[config.mk]
export PLATFORM = sky130hd
export DESIGN_NAME = fofb_reset_sequencer
export DESIGN_NICKNAME = d
export VERILOG_FILES = /design/src/rtl/fofb_reset_sequencer.sv
export SDC_FILE = /design/constraint.sdc
export NUM_CORES = 1
export LEC_CHECK = 0
export ABC_AREA = 0
export CORE_ASPECT_RATIO = 1.1
export CORE_MARGIN = 4
export CORE_UTILIZATION = 52
export CTS_CLUSTER_DIAMETER = 150
export DETAILED_ROUTE_END_ITERATION = 8
export PLACE_DENSITY = 0.76
export SETUP_SLACK_MARGIN = 0.5
export SLEW_MARGIN = 20
export SYNTH_ARGS = -nofsm -noshare
export SYNTH_HDL_FRONTEND = slang
export SYNTH_SLANG_ARGS = --single-unit
[constraint.sdc]
create_clock -name clk_i -period 1.8 [get_ports clk_i]
set_input_delay 0.54 -clock clk_i [delete_from_list [all_inputs] [get_ports clk_i]]
set_output_delay 0.54 -clock clk_i [all_outputs]
set_load 0.01 [all_outputs]
[src/rtl/fofb_reset_sequencer.sv]
// Multi-channel reset / link-up sequencer: global hold, staggered per-channel release,
// per-channel timeout with bounded retry. Optional RSTSEQ_RELINK_EN re-links dropped channels in DONE.
module fofb_reset_sequencer #(
  parameter int unsigned NUM_CHAN       = 4,
  parameter int unsigned CNT_WIDTH      = 16,
  parameter int unsigned HOLD_CYCLES    = 50,
  parameter int unsigned STAGGER_CYCLES = 16,
  parameter int unsigned TIMEOUT_CYCLES = 10000,
  parameter int unsigned MAX_RETRY      = 2
) (
  input  logic                clk_i,
  input  logic                reset_i,
  input  logic                start_i,
  input  logic [NUM_CHAN-1:0] chan_en_i,
  input  logic [NUM_CHAN-1:0] done_i,
  output logic [NUM_CHAN-1:0] chan_reset_o,
  output logic [NUM_CHAN-1:0] timeout_o,
  output logic                seq_busy_o,
  output logic                seq_done_o
);

  localparam int unsigned     IDX_W   = $clog2(NUM_CHAN + 1);
  localparam int unsigned     RTY_W   = (MAX_RETRY > 0) ? $clog2(MAX_RETRY + 1) : 1;
  localparam longint unsigned CNT_MAX = (64'd1 << CNT_WIDTH) - 64'd1;

  localparam logic [CNT_WIDTH-1:0] HOLD_LAST  = CNT_WIDTH'((HOLD_CYCLES > 0) ? HOLD_CYCLES - 1 : 0);
  // Retry hold ends one cycle early so the RELEASE cycle completes exactly HOLD_CYCLES of reset.
  localparam logic [CNT_WIDTH-1:0] RETRY_LAST = CNT_WIDTH'((HOLD_CYCLES > 1) ? HOLD_CYCLES - 2 : 0);
  localparam logic [CNT_WIDTH-1:0] GAP_LAST   = CNT_WIDTH'((STAGGER_CYCLES > 0) ? STAGGER_CYCLES - 1 : 0);
  localparam logic [CNT_WIDTH-1:0] TMO_LAST   = CNT_WIDTH'((TIMEOUT_CYCLES > 0) ? TIMEOUT_CYCLES - 1 : 0);
  localparam logic [IDX_W-1:0]     IDX_END    = IDX_W'(NUM_CHAN);
  localparam logic [RTY_W-1:0]     RTY_MAX    = RTY_W'(MAX_RETRY);

  // Elaboration-time parameter sanity
  if (NUM_CHAN < 1 || NUM_CHAN > 16) begin : g_bad_num_chan
    $error("fofb_reset_sequencer: NUM_CHAN must be 1..16");
  end
  if (CNT_WIDTH < 1 || CNT_WIDTH > 32) begin : g_bad_cnt_width
    $error("fofb_reset_sequencer: CNT_WIDTH must be 1..32");
  end
  if (64'(HOLD_CYCLES) > CNT_MAX) begin : g_bad_hold
    $error("fofb_reset_sequencer: HOLD_CYCLES does not fit CNT_WIDTH");
  end
  if (64'(STAGGER_CYCLES) > CNT_MAX) begin : g_bad_stagger
    $error("fofb_reset_sequencer: STAGGER_CYCLES does not fit CNT_WIDTH");
  end
  if (64'(TIMEOUT_CYCLES) > CNT_MAX) begin : g_bad_timeout
    $error("fofb_reset_sequencer: TIMEOUT_CYCLES does not fit CNT_WIDTH");
  end

  typedef enum logic [2:0] {
    S_HOLD, S_SCAN, S_RELEASE, S_WAIT, S_RETRY, S_GAP, S_DONE
  } state_t;

  state_t               state_q, state_d;
  logic [CNT_WIDTH-1:0] cnt_q, cnt_d, cnt_inc;
  logic [IDX_W-1:0]     idx_q, idx_d;
  logic [RTY_W-1:0]     retry_q, retry_d;
  logic [NUM_CHAN-1:0]  chan_rst_d, timeout_d, idx_oh;
  logic                 busy_d, done_d, en_bit, done_bit;

  assign idx_oh   = NUM_CHAN'(1) << idx_q;
  assign en_bit   = |(chan_en_i & idx_oh);
  assign done_bit = |(done_i & idx_oh);
  assign cnt_inc  = (&cnt_q) ? cnt_q : cnt_q + CNT_WIDTH'(1);

`ifdef RSTSEQ_RELINK_EN
  logic [NUM_CHAN-1:0] passed_q, passed_d, pending_q, pending_d, done_prev_q;
  logic [NUM_CHAN-1:0] fall_now, service, pick_oh;
  logic [IDX_W-1:0]    pick_idx;
  logic                relink_q, relink_d;

  assign fall_now = done_prev_q & ~done_i & passed_q & chan_en_i;
  assign service  = pending_q | fall_now;
  assign pick_oh  = NUM_CHAN'(1) << pick_idx;

  // Lowest-index dropped channel is serviced first
  always_comb begin
    pick_idx = '0;
    for (int k = int'(NUM_CHAN) - 1; k >= 0; k--) begin
      if (service[k]) pick_idx = IDX_W'(k);
    end
  end
`endif

  // Next-state and next-output logic
  always_comb begin
    state_d    = state_q;
    cnt_d      = cnt_inc;
    idx_d      = idx_q;
    retry_d    = retry_q;
    chan_rst_d = chan_reset_o;
    timeout_d  = timeout_o;
`ifdef RSTSEQ_RELINK_EN
    passed_d   = passed_q;
    pending_d  = relink_q ? (pending_q | fall_now) : pending_q;
    relink_d   = relink_q;
`endif

    case (state_q)
      S_HOLD: begin
        chan_rst_d = '1;
        if (cnt_q >= HOLD_LAST) begin
          state_d = S_SCAN;
          cnt_d   = '0;
        end
      end
      S_SCAN: begin
        if (idx_q == IDX_END) begin
          state_d = S_DONE;
        end else if (!en_bit) begin
          idx_d = idx_q + IDX_W'(1);
        end else begin
          retry_d = '0;
          state_d = S_RELEASE;
        end
      end
      S_RELEASE: begin
        chan_rst_d = chan_reset_o & ~idx_oh;
        cnt_d      = '0;
        state_d    = S_WAIT;
      end
      S_WAIT: begin
        if (done_bit) begin
          cnt_d = '0;
`ifdef RSTSEQ_RELINK_EN
          passed_d = passed_q | idx_oh;
          if (relink_q) begin
            relink_d = 1'b0;
            state_d  = S_DONE;
          end else
`endif
          if (STAGGER_CYCLES == 0) begin
            idx_d   = idx_q + IDX_W'(1);
            state_d = S_SCAN;
          end else begin
            state_d = S_GAP;
          end
        end else if (cnt_q >= TMO_LAST) begin
          chan_rst_d = chan_reset_o | idx_oh;
          cnt_d      = '0;
          if (retry_q < RTY_MAX) begin
            retry_d = retry_q + RTY_W'(1);
            state_d = S_RETRY;
          end else begin
            timeout_d = timeout_o | idx_oh;
`ifdef RSTSEQ_RELINK_EN
            if (relink_q) begin
              relink_d = 1'b0;
              state_d  = S_DONE;
            end else
`endif
            begin
              idx_d   = idx_q + IDX_W'(1);
              state_d = S_SCAN;
            end
          end
        end
      end
      S_RETRY: begin
        if (cnt_q >= RETRY_LAST) state_d = S_RELEASE;
      end
      S_GAP: begin
        if (cnt_q >= GAP_LAST) begin
          idx_d   = idx_q + IDX_W'(1);
          state_d = S_SCAN;
        end
      end
      S_DONE: begin
        if (start_i) begin
          chan_rst_d = '1;
          timeout_d  = '0;
          idx_d      = '0;
          cnt_d      = '0;
          retry_d    = '0;
          state_d    = S_HOLD;
`ifdef RSTSEQ_RELINK_EN
          passed_d   = '0;
          pending_d  = '0;
        end else if (|service) begin
          idx_d      = pick_idx;
          chan_rst_d = chan_reset_o | pick_oh;
          cnt_d      = '0;
          retry_d    = '0;
          pending_d  = service & ~pick_oh;
          passed_d   = passed_q & ~pick_oh;
          relink_d   = 1'b1;
          state_d    = S_RETRY;
`endif
        end
      end
      default: state_d = S_HOLD;
    endcase

    busy_d = (state_d != S_DONE);
    done_d = (state_d == S_DONE);
  end

  // State and registered outputs
  always_ff @(posedge clk_i) begin
    if (reset_i) begin
      state_q      <= S_HOLD;
      cnt_q        <= '0;
      idx_q        <= '0;
      retry_q      <= '0;
      chan_reset_o <= '1;
      timeout_o    <= '0;
      seq_busy_o   <= 1'b1;
      seq_done_o   <= 1'b0;
`ifdef RSTSEQ_RELINK_EN
      passed_q     <= '0;
      pending_q    <= '0;
      done_prev_q  <= '0;
      relink_q     <= 1'b0;
`endif
    end else begin
      state_q      <= state_d;
      cnt_q        <= cnt_d;
      idx_q        <= idx_d;
      retry_q      <= retry_d;
      chan_reset_o <= chan_rst_d;
      timeout_o    <= timeout_d;
      seq_busy_o   <= busy_d;
      seq_done_o   <= done_d;
`ifdef RSTSEQ_RELINK_EN
      passed_q     <= passed_d;
      pending_q    <= pending_d;
      done_prev_q  <= done_i;
      relink_q     <= relink_d;
`endif
    end
  end

endmodule
* Word level (Yosys, flattened, before mapping) *
Index checks and enable logic that the tools add are counted.

operators by class
  equal/unequal tests = 18
  bitwise gates (word level) = 6
  reduce and logical (&&, ||, !) cells = 12
  magnitude comparators = 5
  shift-type cells = 1
  mux-type cells = 40
  $add $sub $neg = 3

operators with widths
  cell                                                                                   count
  16-bit two-way mux                                                                     5
  16-bit case mux with 4 select lines                                                    1
  3-bit two-way mux                                                                      16
  16-bit by 6-bit greater-or-equal comparator with 1-bit output, second input constant   2
  4-bit two-way mux                                                                      7
  3-bit case mux with 7 select lines                                                     1
  2-bit inequality test, second input constant                                           9
  16-bit by 1-bit adder with 16-bit output, second input constant                        1
  16-bit by 14-bit greater-or-equal comparator with 1-bit output, second input constant  1
  16-bit by 4-bit greater-or-equal comparator with 1-bit output, second input constant   1
  4-bit case mux with 4 select lines                                                     1
  16-bit AND reduction                                                                   1
  3-bit == test, second input constant                                                   5
  4-bit bitwise AND                                                                      3
  2-bit two-way mux                                                                      6
  3-bit case mux with 4 select lines                                                     1
  4-bit bitwise OR                                                                       2
  4-bit case mux with 2 select lines                                                     1
  8-bit AND reduction                                                                    1
  4-bit nonzero test                                                                     2
  4-bit OR reduction                                                                     2
  7-bit AND reduction                                                                    1
  3-bit by 2-bit == test with 1-bit output, second input constant                        2
  2-bit case mux with 3 select lines                                                     1
  12 further kinds                                                                       12

storage, ports and cells
  register bits after elaboration = 34
  bits of input ports = 11

* Logic depth before layout (Yosys ltp) *
Gate-level depths: netlist of the first run.

  word-level depth = 7
  gate-level depth with buffers = 9

* Worst setup path after synthesis of the first run *
Ideal clock, no wire load.

  path kind = flip-flop to flip-flop
  start = register idx_q[0]
  end = register idx_q[0]
  arrival time = 1.821 ns
  setup slack = -0.093 ns
  setup time = 0.072 ns
  cell stages (with the launch flop) = 8
  path through = dfxtp_1 inv_1 ha_1 a22oi_1 o221ai_2 o21ba_1 a2111oi_4 mux2i_1

on the way
  longest elaborated chain between the ends = 5

ends and longest elaborated chain
  item                                                                                                   line  RTL
  start: declaration                                                                                     57    logic [IDX_W-1:0] idx_q, idx_d;
  start signal: assignment                                                                               219   idx_q <= idx_d;
  3-bit by 1-bit adder with 3-bit output or 1-bit by 3-bit left shift with 4-bit output (tied branches)  --
  3-bit two-way mux (tied with other cells)                                                              142   if (retry_q < RTY_MAX) begin
  3-bit two-way mux (tied with other cells)                                                              139   end else if (cnt_q >= TMO_LAST) begin
  3-bit two-way mux or 2-bit inequality test (tied branches)                                             --
  3-bit case mux with 4 select lines or 8-bit AND reduction (tied branches)                              --

Parallel ways exist; a longest one is shown, timed or not. The select of a mux whose other input is x is not followed.
A chain may end at the register's enable or synchronous reset.

* Final worst setup path of the first run *
  start = register cnt_q[1]
  end = register timeout_o[1]

on the way
  longest elaborated chain between the ends = 3

ends and longest elaborated chain
  item                                                            line  RTL
  start: declaration                                              56    logic [CNT_WIDTH-1:0] cnt_q, cnt_d, cnt_inc;
  start signal: assignment                                        218   cnt_q <= cnt_d;
  16-bit by 14-bit greater-or-equal comparator with 1-bit output  139
  2-bit inequality test (no source line)                          --
  5-bit AND reduction (no source line)                            --
  end signal: assignment                                          222   timeout_o <= timeout_d;
  end: declaration                                                17    output logic [NUM_CHAN-1:0] timeout_o,

No other way between the ends.

==> results of run 1 <==
==> layout by cell type (no fill, tap or decap), types with 3 or more instances in the layout <==
| cell type | netlist | routed |
|---|---|---|
| buf_4 | 1 | 48 |
| mux2_2 | 3 | 3 |
| o31ai_1 | 8 | 4 |
| nand3_1 | 11 | 10 |
| clkbuf_8 | 0 | 5 |
| o21ai_2 | 5 | 4 |
| nand2b_1 | 7 | 7 |
| nor2_2 | 6 | 8 |
| buf_2 | 8 | 6 |
| nor3_1 | 7 | 7 |
| mux2i_1 | 4 | 4 |
| a21oi_2 | 2 | 3 |
| dfxtp_2 | 0 | 10 |
| dfxtp_1 | 34 | 21 |
| nor2_1 | 22 | 20 |
| nand4_1 | 6 | 6 |
| a211oi_1 | 6 | 6 |
| clkdlybuf4s50_1 | 0 | 5 |
| a21oi_1 | 9 | 8 |
| xnor2_1 | 6 | 6 |
| dfxtp_4 | 0 | 3 |
| a31oi_1 | 3 | 3 |
| o21ai_0 | 5 | 5 |
| and3_1 | 4 | 4 |
| o31ai_2 | 0 | 3 |
| ha_4 | 0 | 5 |
| nand2_1 | 24 | 23 |
| o21a_1 | 4 | 3 |
| inv_1 | 15 | 12 |
| dlygate4sd2_1 | 0 | 5 |
| buf_6 | 2 | 7 |
==> flip-flops by register name, indices dropped and copies added, names as in the netlist <==
| name | flops |
|---|---|
| idx_q | 3 |
| chan_reset_o | 4 |
| seq_busy_o | 1 |
| seq_done_o | 1 |
| state_q | 3 |
| timeout_o | 4 |
| cnt_q | 16 |
| retry_q | 2 |
==> synthesized netlist by cell type (3+ instances only) <==
cell,n
nand3_1,11
nor3_1,7
mux2i_1,4
o21ai_0,5
ha_1,8
o21a_1,4
nor2_2,6
a211oi_1,6
mux2_2,3
o31ai_1,8
a31oi_1,3
and3_1,4
nand4_1,6
dfxtp_1,34
o21ai_2,5
nand2_1,24
nor2_1,22
xnor2_1,6
buf_2,8
a21oi_1,9
nand2b_1,7
inv_1,15
==> where the power goes <==
group / total, W / switching [W] / internal [W]
Combinational: 0.000137 / 0.0000622 / 0.0000748
Clock: 0.000539 / 0.000272 / 0.000266
Sequential: 0.000762 / 0.00000678 / 0.000755
==> routing by layer <==
metal / vias up / share of wire
li1: 1084 / -
met1: 1056 / 0.39
met2: 89 / 0.53
met3: 13 / 0.060
met4: 0 / 0.016
met5: - / 0
==> worst max-delay path, delay by kind of cell, from the launching register on <==
kind	cells	cell delay (ns)
buffers and inverters	2	0.25
AOI/OAI and AO/OA	3	0.49
adders and majority gates	1	0.13
and+or+nand+nor	2	0.69
DFF	1	0.33
==> through the flow <==
| step | hold WS [ns] | total power, W | setup slack [ns] |
|---|---|---|---|
| CTS | 0.4546 | 0.001434 | -0.1075 |
| global route | 0.4654 | 0.001484 | -0.2215 |
| global placement | 0.4369 | 0.0008911 | -0.4853 |
| detailed placement | 0.4440 | 0.0008927 | -0.5285 |
| finish | 0.4424 | 0.001438 | -0.1539 |
| floorplan | 0.4622 | 0.0008304 | 0.01879 |
==> kinds of logic (layout without fill, tap and decap cells) <==
family                   count (synthesis)  count (layout)  share of synthesized area
adder cells (fa/ha/maj)                  8               8                    0.04445
AND/OR/NAND/NOR                        111             111                     0.2922
XOR/XNOR                                 8               8                    0.03111
AO/OA/AOI/OAI                           64              64                     0.2389
buffers and inverters                   27              96                    0.05833
flip-flops                              34              34                     0.3022
multiplexers                             7               7                    0.03278
==> worst max path at each step <==
| stage | endpoint | slack (ns) | cells after the start |
|---|---|---|---|
| 6_report | timeout_o[1] | -0.15 | 8 |
| 2_1_floorplan | seq_busy_o | 0.02 | 7 |
| 3_5_place_dp | idx_q[2] | -0.53 | 6 |
| 4_1_cts | idx_q[2] | -0.11 | 7 |
| 5_1_grt | timeout_o[1] | -0.22 | 8 |
| 3_3_place_gp | idx_q[1] | -0.49 | 6 |
==> timing repair <==
action	4_1_cts	5_1_grt
resized for setup	71	24
endpoints found under the setup margin	44	41
gates cloned	1	0
pin swaps	19	15
buffers inserted	5	8
==> final cells by class <==
cell class                 count  area [um2]
multi-input combinational    198        1667
clock buffer                   7       76.32
inverter                      15       61.31
timing repair buffer          74       628.1
sequential                    34       704.4
fill                         273       882.1
tap                           52       65.06
==> results.toml, run 1 <==
[sta]
fin_crit_ns = 1.954
fin_setup_tns_ns = -2.279
finalCritPeriodShare = 1.085
relSlewSlack = 0.6737
rsz0062_at_grt = "true"
tightest_slew_ns = 0.4853
setup_ws_ns = -0.1539
slew_violations = 0
finClkSkew_ns = 0.01271
fmax_mhz = 511.8
hold_viol_final = 0
final-setup-viol-count = 32

[global_route]
grt_pass1_wl_um = 9956
grt_use_met1 = 0.2450
grt.busiest_layer = "met2"
grtUsageMet2 = 0.4156
grtUsageMet3 = 0.04706
grt_max_degree = 12
antenna_found_initial = 0
first_global_vias = 2203
grtUsageTotal = 0.2248
overflow = 0

[final_layout]
design_area_um2 = 3202
syn_to_final_growth_pct = 42.17
antennaDiodeCount = 0
final_cells = 380
fin_util = 0.7840
fin_nets = 347
drive_gt1_frac = 0.4390

[clock_tree]
cts_buffers = 5
cts_buffer_depth = 2
insertion_delay_ns = 0.29
cts_hold_buf = 0
clkTransAtPathRegs_ns = 0.08
cts_tree = "done"
clock_sinks = 34
htree_levels = 2
cts-root-buf = "clkbuf_8"

[critical_path]
reg2reg_from = "cnt_q[1]"
crit_path_start_kind = "flip-flop"
arrival_ns = 2.18
critPathCaptureType = "flip-flop"
setup.worst_path.start = "cnt_q[1]"
required_ns = 2.03
slowest_stage = "or4_4"
reg2reg_depth = 8
critPathKind = "reg2reg"
r2r_end = "timeout_o[1]"
max_stage_delay_ns = 0.61
cpMostUsedCell = "buf_6"
r2r_slack_ns = -0.15
critPathMaxFanout = 4
path_cells = "buf_6 -> ha_4 -> nand3_4 -> a21oi_4 -> buf_6 -> o21ai_4 -> or4_4 -> o21ai_2"

[placement]
place_inst = 359
place.gp.congestion = 0.9257
port_buffers = 20
place_area_um2 = 2820
hpwlAfterDp_um = 4200

[route]
drt-pass1-iter-count = 5
wl_per_cell_um = 16.67
drtAntennaViolNets = 0
drt_iter0_markers = 215
drc = 0
via_per_inst = 5.900
num_vias = 2242
drt-total-wl_um = 6334

[logic_synthesis]
dominantRegCellSynth = "dfxtp_1"
synthesis.nets = 278
syn_avg_cell_area_um2 = 8.696
synthesis.area_um2 = 2252
async_flop_share = 0
synth_edf_count = 0
ys_seq_area_frac = 0.3022
synth.area.top_cells = "dfxtp_1, ha_1, nand2_1"
synth_warnings = 0
synth_area_leader_cell = "dfxtp_1"
ys_ff_latch = 34
yosysTopAreaCellShare = 0.3022
synth_cells = 259
ys_types = 64

[worst_hold_path]
hold_path_class = "reg2reg"
whs_endpoint = "timeout_o[0]"
hold_depth = 2
min_from = "timeout_o[0]"

[power]
ir_drop_mv = 0.5716
power_density_nw_per_um2 = 449.0
p_leak_nw = 1.236

[floorplan]
start_util = 0.5515
die_h_um = 77.03
core_area_um2 = 4084
die_area_um2 = 5450
ios = 21
die_x_um = 70.75
rows = 24

[outcome]
violations = "setup timing"
status = "finished with violations"

[run]
cap_violations = 0
Power figures use the tool's default switching activity.
==> run 2, diff against run 1 <==
--- a/config.mk
+++ b/config.mk
@@ -8,10 +8,10 @@
 export ABC_AREA = 0
 export CORE_ASPECT_RATIO = 1.1
 export CORE_MARGIN = 4
-export CORE_UTILIZATION = 52
+export CORE_UTILIZATION = 55
 export CTS_CLUSTER_DIAMETER = 150
 export DETAILED_ROUTE_END_ITERATION = 8
-export PLACE_DENSITY = 0.76
+export PLACE_DENSITY = 0.77
 export SETUP_SLACK_MARGIN = 0.5
 export SLEW_MARGIN = 20
 export SYNTH_ARGS = -nofsm -noshare
==> constraint.sdc (replaced) <==
create_clock -name clk_i -period 2.4 [get_ports clk_i]
set_input_delay 0.72 -clock clk_i [delete_from_list [all_inputs] [get_ports clk_i]]
set_output_delay 0.72 -clock clk_i [all_outputs]
set_load 0.01 [all_outputs]
==> run 2 against run 1 <==
Compared with the run above: worst setup slack gained 0.51 ns; die area shrank 4.9%; the run now ends clean; sequential power is 25% lower; sequential share of layout area is 2.3 points higher; non-clock buffer count down 35; hold slack improved by 0.0057 ns; first-iteration DRC count is 25% lower; final area is 10% lower; wire length down 11%; flip-flop and latch count is the same; cell count decreased by 8.9%.
==> results.toml, run 2 (synthesis results as in run 1) <==
[clock_tree]
cts_buffer_depth = 2
cts-root-buf = "clkbuf_8"
cts_tree = "done"
cts_hold_buf = 0
insertion_delay_ns = 0.29
clock_sinks = 34
cts_buffers = 5
htree_levels = 2
clkTransAtPathRegs_ns = 0.07

[route]
drc = 0
routed.top_layer = "met4"
met3RoutedLength_um = 256
drt-pass1-iter-count = 4
via_per_inst = 5.974
drtAntennaViolNets = 0
drt_iter0_markers = 162
wl_per_cell_um = 16.32
num_vias = 2067
met2_length_um = 3009
wl_met1_um = 2236
drt-total-wl_um = 5647

[final_layout]
final_cells = 346
syn_to_final_growth_pct = 27.94
drive_gt1_frac = 0.3095
reg.largest.list = "cnt_q: 16 flops, chan_reset_o: 4 flops, timeout_o: 4 flops"
fin_nets = 312
largest_register_ffs = 16
regMostFlops = "cnt_q"
most-common-layout-cells = "dfxtp_1, nand2_1, nor2_1"
final_common_cell = "dfxtp_1"
antennaDiodeCount = 0

[floorplan]
ios = 21
die_x_um = 69.01
die_area_um2 = 5184
start_util = 0.5682
die_h_um = 75.12
core_area_um2 = 3964
rows = 24

[power]
clockPowerShare = 0.444
p_int_w = 0.0009095
p_leak_nw = 1.117
p_seq_frac = 0.491
ir_drop_mv = 0.3501
p_sw_frac = 0.2213
power_switching_w = 0.0002584
power_density_nw_per_um2 = 405.3
p_comb_frac = 0.065

[sta]
final-setup-viol-count = 0
hold_viol_final = 0
fin_crit_ns = 2.046
relSlewSlack = 0.6867
fin_setup_tns_ns = 0
finClkSkew_ns = 0.009071
holdWs_ns = 0.4481
tightest_slew_ns = 0.4693
rsz0062_at_grt = "true"
finalCritPeriodShare = 0.8526
setup_ws_ns = 0.3537
fmax_mhz = 488.7
slew_violations = 0

[global_route]
grtUsageTotal = 0.2201
overflow = 0
first_global_vias = 1943
antenna_found_initial = 0
grt_pass1_wl_um = 9108
grt_max_degree = 18

[critical_path]
critPathCaptureType = "flip-flop"
critPathMaxFanout = 5
cp_top_family = "compound AO/OA/AOI/OAI gates"
critPathKind = "reg2reg"
arrival_ns = 2.25
reg2reg_from = "idx_q[0]"
setup.worst_path.start = "idx_q[0]"
slowest_stage = "dfxtp_4"
required_ns = 2.61
max_stage_delay_ns = 0.38
path_cells = "ha_2 -> ha_4 -> nand2_2 -> o221ai_4 -> and2_4 -> a2111oi_4 -> buf_4 -> mux2i_2"
crit_path_start_kind = "flip-flop"
crit_buf_inv = 1

[run]
cap_violations = 0

[worst_hold_path]
min_from = "timeout_o[0]"
hold_path_class = "reg2reg"

[placement]
hpwlAfterDp_um = 3749
place_inst = 327
place.gp.congestion = 0.9172
port_buffers = 20
dp_slack_ns = -0.05715

[outcome]
status = "complete, no violations"
==> run 2: worst min-delay path: stages, from the launching register on <==
cell and delay, ns:
dfxtp_1 0.32, nand2_1 0.06, o21ai_2 0.04
==> run 2: final timing paths <==
| kind | depth (start not counted) | slack, ns | to |
|---|---|---|---|
| worst max-delay path | 8 | 0.35 | idx_q[0] |
| worst min-delay path | 2 | 0.45 | timeout_o[0] |
| worst max register to register | 8 | 0.35 | idx_q[0] |
| worst min register to register | 2 | 0.45 | timeout_o[0] |
==> run 2: cell type report <==
cell class,instances,area [um2]
Clock buffer,5,68.82
Clock inverter,3,40.04
Fill cell,323,1082
Inverter,15,61.31
Multi-Input combinational cell,198,1595
Sequential cell,34,700.7
Tap cell,52,65.06
Timing Repair Buffer,39,350.3
==> run 2: timing repair <==
item / 4_1_cts / 5_1_grt
gates resized for setup: 44 / 17
setup endpoints to repair: 37 / 31
pin swaps: 13 / 4
cloned: 0 / 0
setup buffers: 7 / 4
==> run 2: layer usage <==
metal / global-route usage / vias up
met2: 0.4025 / 70
met3: 0.05207 / 15
li1: - / 1013
met1: 0.2386 / 969
met4: 0.1215 / 0
met5: 0 / -
==> run 2: metrics by stage <==
stage | cell area, um2 | total power, W | util
after CTS | 2784 | 0.001182 | 0.7023
after detailed placement | 2527 | 0.0006552 | 0.6376
after global routing | 2882 | 0.001216 | 0.7270
final | 2882 | 0.001168 | 0.7270
after global placement | 2527 | 0.0006537 | 0.6376
after floorplan | 2265 | 0.0006191 | -
==> run 2: power by group through the flow <==
stage                     Combinational (W)  Clock (W)  Sequential (W)
after global placement            0.0000665          0        0.000587
after detailed placement          0.0000679          0        0.000587
final                             0.0000756   0.000518        0.000574
after floorplan                   0.0000333          0        0.000586
after global routing              0.0000814   0.000560        0.000575
after CTS                         0.0000710   0.000536        0.000574
